`src/rtl/epic_hero_pkg.sv`:
```
// Shared definitions for the target hit judge.
// Holds the FSM state encoding, the target/score/streak widths and the
// index-to-one-hot decode used both for the target LEDs and hit matching.
package epic_hero_pkg;

  localparam int NUM_TARGETS = 10;
  localparam int SCORE_W     = 32;
  localparam int STREAK_W    = 8;

  typedef enum logic [2:0] {
    IDLE,
    SAMPLE,
    ARMED,
    RESULT,
    GAP
  } state_t;

  // Decode a target index into a one-hot target mask; out-of-range -> 0.
  function automatic logic [NUM_TARGETS-1:0] onehot(input logic [3:0] idx);
    logic [NUM_TARGETS-1:0] r;
    r = '0;
    for (int i = 0; i < NUM_TARGETS; i++) begin
      if (idx == 4'(i)) r[i] = 1'b1;
    end
    return r;
  endfunction

endpackage

```
`src/rtl/btn_edge_detect.sv`:
```
// Rising-edge detector for the player buttons.
// Ports:
//   clock  - sole clock
//   reset  - synchronous active-high reset
//   btn    - button levels, already synchronised to clock
//   edges  - one-cycle mask of buttons that rose since the previous cycle
// The history register resets to all ones so a button already held
// down when reset is released does not register as a fresh press.
module btn_edge_detect
  import epic_hero_pkg::*;
(
  input  logic                   clock,
  input  logic                   reset,
  input  logic [NUM_TARGETS-1:0] btn,
  output logic [NUM_TARGETS-1:0] edges
);

  logic [NUM_TARGETS-1:0] btn_q;

  always_ff @(posedge clock) begin
    if (reset) btn_q <= '1;
    else       btn_q <= btn;
  end

  assign edges = btn & ~btn_q;

endmodule

```
`src/rtl/target_hit_judge.sv`:
```
// Whack-a-mole style judge: arms one of ten targets, waits for the player to
// press the matching button within a window, then scores the result.
// Ports:
//   clock, reset  - sole clock, synchronous active-high reset
//   enable        - game running; low returns to IDLE, score/streak held
//   target_in     - free-running target index (0-9 valid)
//   btn           - player buttons (levels, synchronised)
//   target_led    - one-hot lit target, zero when nothing is armed
//   hit_pulse     - one-cycle pulse on a scored hit
//   miss_pulse    - one-cycle pulse on a miss
//   score         - running score, starts at 1 (used as generator modulus)
//   streak        - consecutive hits, saturating
// Build option: define TARGET_JUDGE_STREAK_EN to award 2 points for a hit
// made while the streak is already 4 or more.
module target_hit_judge
  import epic_hero_pkg::*;
#(
  parameter int WINDOW_CYCLES = 25000000,
  parameter int GAP_CYCLES    = 5000000
) (
  input  logic                   clock,
  input  logic                   reset,
  input  logic                   enable,
  input  logic [3:0]             target_in,
  input  logic [NUM_TARGETS-1:0] btn,
  output logic [NUM_TARGETS-1:0] target_led,
  output logic                   hit_pulse,
  output logic                   miss_pulse,
  output logic [SCORE_W-1:0]     score,
  output logic [STREAK_W-1:0]    streak
);

  state_t                 state;
  logic [3:0]             idx;
  logic [31:0]            win_cnt;
  logic [31:0]            gap_cnt;
  logic [NUM_TARGETS-1:0] edges;
  logic [NUM_TARGETS-1:0] target_mask;
  logic                   edge_hit;
  logic                   edge_bad;
  logic                   timeout;
  logic                   bonus;
  logic [SCORE_W:0]       score_sum;
  logic [SCORE_W-1:0]     score_hit;
  logic [STREAK_W-1:0]    streak_inc;

  btn_edge_detect u_edge (
    .clock (clock),
    .reset (reset),
    .btn   (btn),
    .edges (edges)
  );

  assign target_mask = onehot(idx);

  // A hit needs the target bit and nothing else; any stray edge is a miss,
  // even when it lands together with the correct button.
  assign edge_hit = (edges != '0) && (edges == target_mask);
  assign edge_bad = (edges != '0) && (edges != target_mask);
  assign timeout  = (win_cnt == 32'(WINDOW_CYCLES - 1));

`ifdef TARGET_JUDGE_STREAK_EN
  assign bonus = (streak >= STREAK_W'(4));
`else
  assign bonus = 1'b0;
`endif

  // One extra bit catches the carry so the score can pin at all ones.
  assign score_sum  = {1'b0, score} + (bonus ? (SCORE_W+1)'(2) : (SCORE_W+1)'(1));
  assign score_hit  = score_sum[SCORE_W] ? '1 : score_sum[SCORE_W-1:0];
  assign streak_inc = (streak == '1) ? streak : streak + STREAK_W'(1);

  always_ff @(posedge clock) begin
    if (reset) begin
      state      <= IDLE;
      idx        <= '0;
      win_cnt    <= '0;
      gap_cnt    <= '0;
      target_led <= '0;
      hit_pulse  <= 1'b0;
      miss_pulse <= 1'b0;
      score      <= SCORE_W'(1);
      streak     <= '0;
    end else begin
      hit_pulse  <= 1'b0;
      miss_pulse <= 1'b0;
      if (!enable) begin
        state      <= IDLE;
        target_led <= '0;
        win_cnt    <= '0;
        gap_cnt    <= '0;
      end else begin
        case (state)
          IDLE: state <= SAMPLE;
          SAMPLE: begin
            // Invalid indices are simply skipped; the generator keeps running.
            if (target_in < 4'(NUM_TARGETS)) begin
              idx        <= target_in;
              target_led <= onehot(target_in);
              win_cnt    <= '0;
              state      <= ARMED;
            end
          end
          ARMED: begin
            // Edge check comes before timeout so a press in the last window
            // cycle still scores.
            if (edge_hit) begin
              hit_pulse  <= 1'b1;
              score      <= score_hit;
              streak     <= streak_inc;
              target_led <= '0;
              state      <= RESULT;
            end else if (edge_bad || timeout) begin
              miss_pulse <= 1'b1;
              streak     <= '0;
              target_led <= '0;
              state      <= RESULT;
            end else begin
              win_cnt <= win_cnt + 32'd1;
            end
          end
          RESULT: begin
            gap_cnt <= '0;
            state   <= (GAP_CYCLES == 0) ? SAMPLE : GAP;
          end
          GAP: begin
            if (gap_cnt == 32'(GAP_CYCLES - 1)) state <= SAMPLE;
            else                                 gap_cnt <= gap_cnt + 32'd1;
          end
          default: state <= IDLE;
        endcase
      end
    end
  end

endmodule

```
`config.mk`:
```
export PLATFORM = sky130hd
export DESIGN_NAME = target_hit_judge
export DESIGN_NICKNAME = d
export VERILOG_FILES = /design/src/rtl/epic_hero_pkg.sv /design/src/rtl/btn_edge_detect.sv /design/src/rtl/target_hit_judge.sv
export SDC_FILE = /design/constraint.sdc
export NUM_CORES = 1
export LEC_CHECK = 0
export BUFFER_PORTS_ARGS = -buffer_cell sky130_fd_sc_hd__buf_2
export CORE_MARGIN = 2
export CORE_UTILIZATION = 40
export DETAILED_ROUTE_END_ITERATION = 10
export GPL_ROUTABILITY_DRIVEN = 0
export GPL_TIMING_DRIVEN = 0
export PLACE_DENSITY_LB_ADDON = 0.12
export SLEW_MARGIN = 20
export SYNTH_ARGS = -nofsm -noshare
export SYNTH_HDL_FRONTEND = slang
export SYNTH_SLANG_ARGS = --single-unit
```
`constraint.sdc`:
```
create_clock -name clock -period 2.95 [get_ports clock]
set_clock_uncertainty 0.2 [all_clocks]
set_input_delay 0.1475 -clock clock [delete_from_list [all_inputs] [get_ports clock]]
set_output_delay 0.1475 -clock clock [all_outputs]
set_load 0.01 [all_outputs]
```
==> results of run 1 <==
per-stage QoR:
stage	hold WS, ns	util, %	cells	setup slack [ns]	power (mW)
2_1_floorplan	0.05408	-	800	0.5270	2.018
3_3_place_gp	0.1492	44.01	1091	0.09079	2.090
3_5_place_dp	0.1557	44.01	1091	0.1018	2.089
4_1_cts	0.1069	48.37	1141	0.03902	4.136
5_1_grt	0.1335	48.43	1141	0.04330	4.241
6_report	0.1155	48.43	1141	0.1648	4.080
layout by cell type, fill, tap and decap left out, types with 5 or more instances in the layout:
cell and instances:
or2_2 12, buf_2 75, dfxtp_1 133, nor4_2 11
nand2_1 66, dlygate4sd3_1 18, nor4_1 24, a21oi_1 58
inv_1 7, clkbuf_16 17, and3_1 23, nand3_1 51
and2_1 10, nor2b_1 13, o21ai_0 5, nor3_1 27
and4_1 13, buf_6 6, mux2i_1 6, clkbuf_1 23
nand4_1 21, nor3b_1 8, nor4b_2 5, or3_1 6
a31oi_1 7, nand2b_1 9, xor2_1 19, xnor2_1 61
nor2_1 81, nor4b_1 5, a211oi_1 6, nand4b_1 9
routing by layer:
metal	vias up	track usage (%)
li1	3085	-
met5	-	0
met3	15	4.489
met1	2789	25.70
met4	0	6.076
met2	101	28.43
repair_timing:
| item | in CTS | in global routing |
|---|---|---|
| hold buffers | 18 | 0 |
| buffers inserted | 0 | 0 |
| hold endpoints to repair | 25 | 0 |
| endpoints found under the setup margin | 0 | 36 |
| gates resized for setup | 0 | 4 |
layout make-up:
cell class | count | area (um^2)
Sequential cell | 133 | 2663
Timing Repair Buffer | 84 | 510.5
Buffer | 42 | 230.2
Fill cell | 1700 | 8796
Clock inverter | 12 | 106.4
Inverter | 7 | 26.28
Clock buffer | 20 | 456.7
Tap cell | 225 | 281.5
Multi-Input combinational cell | 618 | 3986
logic make-up after synthesis:
| kind of cell | synth area share, % |
|---|---|
| compound gates | 9.055 |
| xor+xnor | 10.16 |
| fa+ha+maj | 0.7259 |
| buf+inv | 3.702 |
| flops | 38.61 |
| mux | 1.034 |
| simple gates | 36.71 |
report_power, final:
part	internal [mW]	switching, mW	leakage (nW)
registers	1.81	0.00504	1.07
logic	0.0885	0.167	1.46
clock network	1.20	0.814	0.268
total	3.09	0.986	2.81
flip-flops by register name, indices dropped and copies added, names as in the netlist:
name / cells
streak: 8
gap_cnt: 32
u_edge.btn_q: 10
score: 32
miss_pulse: 1
win_cnt: 32
hit_pulse: 1
state: 3
idx: 4
target_led: 10
path summary, 6_finish.rpt:
check | end | slack [ns] | cells after the start
max | score[15] | 0.16 | 11
min reg2reg | target_led[4] | 0.26 | 2
min | u_edge.btn_q[2] | 0.12 | 2
max reg2reg | score[15] | 0.18 | 8
==> flow_metrics.env, run 1 <==
export IMPL_status="complete, no violations"
export IMPL_drtIter0Drc=288
export IMPL_path_delay_family="simple AND/OR/NAND/NOR gates"
export IMPL_cp_start_kind="input pin"
export IMPL_rsz0062_at_grt="false"
export IMPL_hold_viol=0
export IMPL_clock_path_buffers=2
export IMPL_drv_slew=0
export IMPL_period_needed_ns=2.785
export IMPL_n_antenna_cell=0
export IMPL_die_w_um=135.3
export IMPL_max_freq_mhz=359.0
export IMPL_end_kind="flip-flop"
export IMPL_cp_data_arrival_time_ns=2.93
export IMPL_synth_top_area_cell="dfxtp_1"
export IMPL_ys_top_cells_by_area="dfxtp_1, xnor2_1, nor2_1"
export IMPL_crit_buf_inv=4
export IMPL_dpl_cell_area_um2=7507
export IMPL_drive_gt1_share_pct=18.78
export IMPL_ir_worst_vdd_mv=0.3890
export IMPL_clkLatencyLatePin_ns=0.42
export IMPL_p_per_area_nw_per_um2=494.0
export IMPL_io_pins=69
export IMPL_cts_sinks=133
export IMPL_grt_use_total_pct=18.56
export IMPL_wl_met3_um=633
export IMPL_die_area_um2=18300
export IMPL_grt_max_degree=17
export IMPL_leakagePower_nw=2.805
export IMPL_rows=48
export IMPL_design_area_um2=8260
export IMPL_cts_max_level=4
export IMPL_slowest_delay_ns=0.56
export IMPL_path_common_cell="buf_6"
export IMPL_numCtsBuffers=17
export IMPL_synthDistinctLibCells=73
export IMPL_synth_seq_cells=133
export IMPL_io_buffers=66
export IMPL_final_setup_tns_ns=0
export IMPL_yosysSeqAreaShare_pct=38.61
export IMPL_grt_first_pass_wirelength_um=27230
export IMPL_highest_layer="met4"
export IMPL_place_hpwl_um=11900
export IMPL_clkTransAtPathRegs_ns=0.06
export IMPL_synth_area_um2=6895
export IMPL_worstSetupPathType="in2reg"
export IMPL_setup_violations=0
export IMPL_maxCapViolCount=0
export IMPL_cp_slowest_cell="or4_4"
export IMPL_yosysWarnings=0
export IMPL_path_cells="dlygate4sd3_1, buf_2, nor2b_1, or4_1, nor3_2, or4_4, buf_6, nor4_4, nand2_4, buf_6, a21oi_1"
export IMPL_synthTopCellsByCount="dfxtp_1, nor2_1, nand2_1"
export IMPL_tightest_slew_ns=0.6113
export IMPL_vias_per_cell=5.250
export IMPL_die_y_um=135.3
export IMPL_finalCritPeriodShare_pct=94.41
export IMPL_syn_avg_cell_area_um2=8.619
export IMPL_initial_core_util_pct=40.43
export IMPL_dr_wl_met2_um=7323
export IMPL_synth_ff_type="dfxtp_1"
export IMPL_worstHoldStart="reset"
export IMPL_critical_path_max_fanout=10
export IMPL_syn_nets=821
export IMPL_synthArstFlopShare_pct=0
export IMPL_detail_route_antenna_nets=0
export IMPL_core_area_um2=17060
export IMPL_totalWireLength_um=16700
export IMPL_synth_cells=800
export IMPL_synth_edf_count=0
export IMPL_startpoint="btn[2]"
export IMPL_antenna_found_initial=0
export IMPL_r2r_start="score[6]"
export IMPL_root_buffer="clkbuf_16"
export IMPL_dr_total_vias=5990
export IMPL_synth_top_area_share_pct=38.61
export IMPL_drc=0
export IMPL_required_ns=3.10
export IMPL_cts_tree="done"
export IMPL_max_slew_margin_pct=58.93
export IMPL_hold_class="in2reg"
export IMPL_grt_pass1_vias=5467
export IMPL_avgRoutedWirePerCell_um=14.63
export IMPL_nNetsFinal=924
export IMPL_dr_pass1_iters=4
export IMPL_wl_met1_um=8544
export IMPL_synth_most_common_cell="dfxtp_1"
export IMPL_syn_to_final_growth_pct=19.80
export IMPL_gr_total_overflow=0
Note: power is estimated with default switching activity, not from simulation.
==> run 2, diff against run 1 <==
--- a/config.mk
+++ b/config.mk
@@ -15,4 +15,5 @@
 export SLEW_MARGIN = 20
 export SYNTH_ARGS = -nofsm -noshare
 export SYNTH_HDL_FRONTEND = slang
+export SYNTH_HIERARCHICAL = 1
 export SYNTH_SLANG_ARGS = --single-unit
==> run 2 against run 1 <==
  * Register-to-register slack lost 0.09 ns
  * Critical endpoint is now win_cnt[19]
  * Largest cell class unchanged
  * Core utilization grew 1.9 points
  * Die area shrank 0.91%
  * Clock power grew 5%
  * Flip-flop and latch count is the same
  * Final area grew 1.5%
==> flow_metrics.env, run 2 <==
export IMPL_status="complete, no violations"
export IMPL_max_freq_mhz=350.1
export IMPL_cp_start_kind="flip-flop"
export IMPL_antenna_found_initial=0
export IMPL_place_inst=1129
export IMPL_setup_violations=0
export IMPL_synth_edf_count=0
export IMPL_cp_data_arrival_time_ns=2.96
export IMPL_grt_most_used_layer="met2"
export IMPL_p_per_area_nw_per_um2=491.5
export IMPL_maxCapViolCount=0
export IMPL_die_area_um2=18140
export IMPL_syn_nets=862
export IMPL_critical_path_max_fanout=10
export IMPL_syn_to_final_growth_pct=22.75
export IMPL_dr_total_vias=6413
export IMPL_pwr_share_clk_pct=51.1
export IMPL_rsz0062_at_grt="false"
export IMPL_p_int_mw=3.212
export IMPL_dr_pass1_iters=5
export IMPL_cts_sinks=133
export IMPL_drtIter0Drc=444
export IMPL_grt_use_met3_pct=4.317
export IMPL_synth_top_area_share_pct=38.98
export IMPL_rows=47
export IMPL_root_buffer="clkbuf_16"
export IMPL_end_kind="flip-flop"
export IMPL_comb_power_share_pct=4.9
export IMPL_initial_core_util_pct=41.04
export IMPL_place_hpwl_um=12650
export IMPL_drc=0
export IMPL_n_antenna_cell=0
export IMPL_core_area_um2=16640
export IMPL_io_buffers=68
export IMPL_nNetsFinal=980
export IMPL_synth_cells=841
export IMPL_required_ns=3.06
export IMPL_ys_top_cells_by_area="dfxtp_1, nor2_1, xnor2_1"
export IMPL_grt_max_degree=17
export IMPL_clkLatencyLatePin_ns=0.42
export IMPL_grt_pass1_vias=5863
export IMPL_clkTransAtPathRegs_ns=0.05
export IMPL_die_y_um=134.7
export IMPL_synthTopCellsByCount="dfxtp_1, nor2_1, nand2_1"
export IMPL_worstSetupPathType="reg2reg"
export IMPL_numCtsBuffers=17
export IMPL_die_w_um=134.7
export IMPL_power_frac_seq_pct=44.0
export IMPL_gr_total_overflow=0
export IMPL_ir_worst_vdd_mv=0.4417
export IMPL_detail_route_antenna_nets=0
export IMPL_synthArstFlopShare_pct=0
export IMPL_tightest_slew_ns=0.9791
export IMPL_final_common_cell="dfxtp_1"
export IMPL_leakagePower_nw=2.844
export IMPL_finalCritPeriodShare_pct=96.82
export IMPL_synth_area_um2=6830
export IMPL_yosysSeqAreaShare_pct=38.98
export IMPL_final_setup_tns_ns=0
export IMPL_synthDistinctLibCells=69
export IMPL_synth_top_area_cell="dfxtp_1"
export IMPL_grt_use_total_pct=20.62
export IMPL_mostFrequentLayoutCells="dfxtp_1, nor2_1, buf_2"
export IMPL_vias_per_cell=5.380
export IMPL_switching_share_pct=22.06
export IMPL_synth_seq_cells=133
export IMPL_met2_usage_pct=31.39
export IMPL_hold_class="in2reg"
export IMPL_finalNonFillerCells=1192
export IMPL_cts_tree="done"
export IMPL_yosysWarnings=6
export IMPL_avgRoutedWirePerCell_um=15.24
export IMPL_synth_most_common_cell="dfxtp_1"
export IMPL_drive_gt1_share_pct=16.46
export IMPL_synth_ff_type="dfxtp_1"
export IMPL_clock_path_buffers=2
export IMPL_gr_usage_met1_pct=29.65
export IMPL_syn_avg_cell_area_um2=8.122
export IMPL_totalWireLength_um=18160
export IMPL_reg_largest_list="gap_cnt x32, score x32, win_cnt x32"
export IMPL_period_needed_ns=2.856
export IMPL_p_sw_uw=909.2
export IMPL_fill_cells=1613
export IMPL_drv_slew=0
export IMPL_io_pins=69
export IMPL_max_slew_margin_pct=34.22
export IMPL_grt_first_pass_wirelength_um=30140
export IMPL_hold_viol=0
export IMPL_finalHoldWorstSlack_ns=0.1283
export IMPL_fin_util_pct=50.38
export IMPL_cts_max_level=4
==> run 2: cell families (layout without fill, tap and decap cells) <==
group                      count (synthesis)  in the layout  synth area share, %
adders and majority gates                  4              4               0.7328
buffers and inverters                     56            187                3.682
DFF                                      133            133                38.98
xor gates and xnor gates                  45             45                5.770
muxes                                      6              6               0.8793
and+or+nand+nor                          424            424                34.79
AOI/OAI and AO/OA                        173            173                15.17
==> run 2: path summary, 6_finish.rpt <==
| path | from | endpoint | slack [ns] | cells after the start |
|---|---|---|---|---|
| max reg2reg | win_cnt[17] | win_cnt[19] | 0.09 | 9 |
| max | win_cnt[17] | win_cnt[19] | 0.09 | 9 |
| min reg2reg | win_cnt[4] | win_cnt[4] | 0.28 | 2 |
| min | reset | score[25] | 0.13 | 3 |
==> run 2: power by group through the flow <==
stage | combinational [mW] | sequential (mW) | clock [mW]
floorplan | 0.112 | 1.85 | 0
global placement | 0.171 | 1.85 | 0
detailed placement | 0.171 | 1.85 | 0
CTS | 0.197 | 1.81 | 2.15
global route | 0.221 | 1.81 | 2.22
finish | 0.200 | 1.81 | 2.11
==> run 2: final cells by class <==
type | count | area, um^2 | area share, %
timing repair buffer | 99 | 638.1 | 7.611
tap | 220 | 275.3 | 3.283
clock inverter | 9 | 100.1 | 1.194
inverter | 17 | 63.81 | 0.7611
clock buffer | 23 | 488.0 | 5.820
multi-input combinational | 652 | 3960 | 47.23
sequential | 133 | 2663 | 31.76
buffer | 39 | 196.4 | 2.343
==> run 2: metal layers <==
layer | wire length [um] | up-vias
met5 | 0 | -
met4 | 197 | 0
met3 | 775 | 16
met2 | 8248 | 140
met1 | 8941 | 2971
li1 | - | 3286
==> run 2: through the flow <==
step	total power, mW	setup slack, ns	area, um^2
floorplan	1.963	0.4611	6830
global placement	2.022	-0.2008	7446
detailed placement	2.023	-0.2077	7451
CTS	4.155	0.0004725	8307
global route	4.255	0.0008091	8384
finish	4.121	0.09393	8384
==> run 2: what timing repair did <==
action | 4_1_cts | 5_1_grt
setup endpoints to repair | 10 | 47
buffers inserted | 0 | 5
hold buffers | 26 | 0
pin swaps | 0 | 3
hold endpoints to repair | 23 | 0
gates cloned | 0 | 0
gates resized for setup | 2 | 14
==> run 2: critical path, cell delays in order (launching register included) <==
cell	delay, ns
dfxtp_1	0.30
buf_6	0.13
or4_1	0.48
or4_4	0.55
o21bai_4	0.29
nand2_4	0.17
nor2_8	0.21
buf_4	0.24
o21ai_1	0.09
o41ai_1	0.07
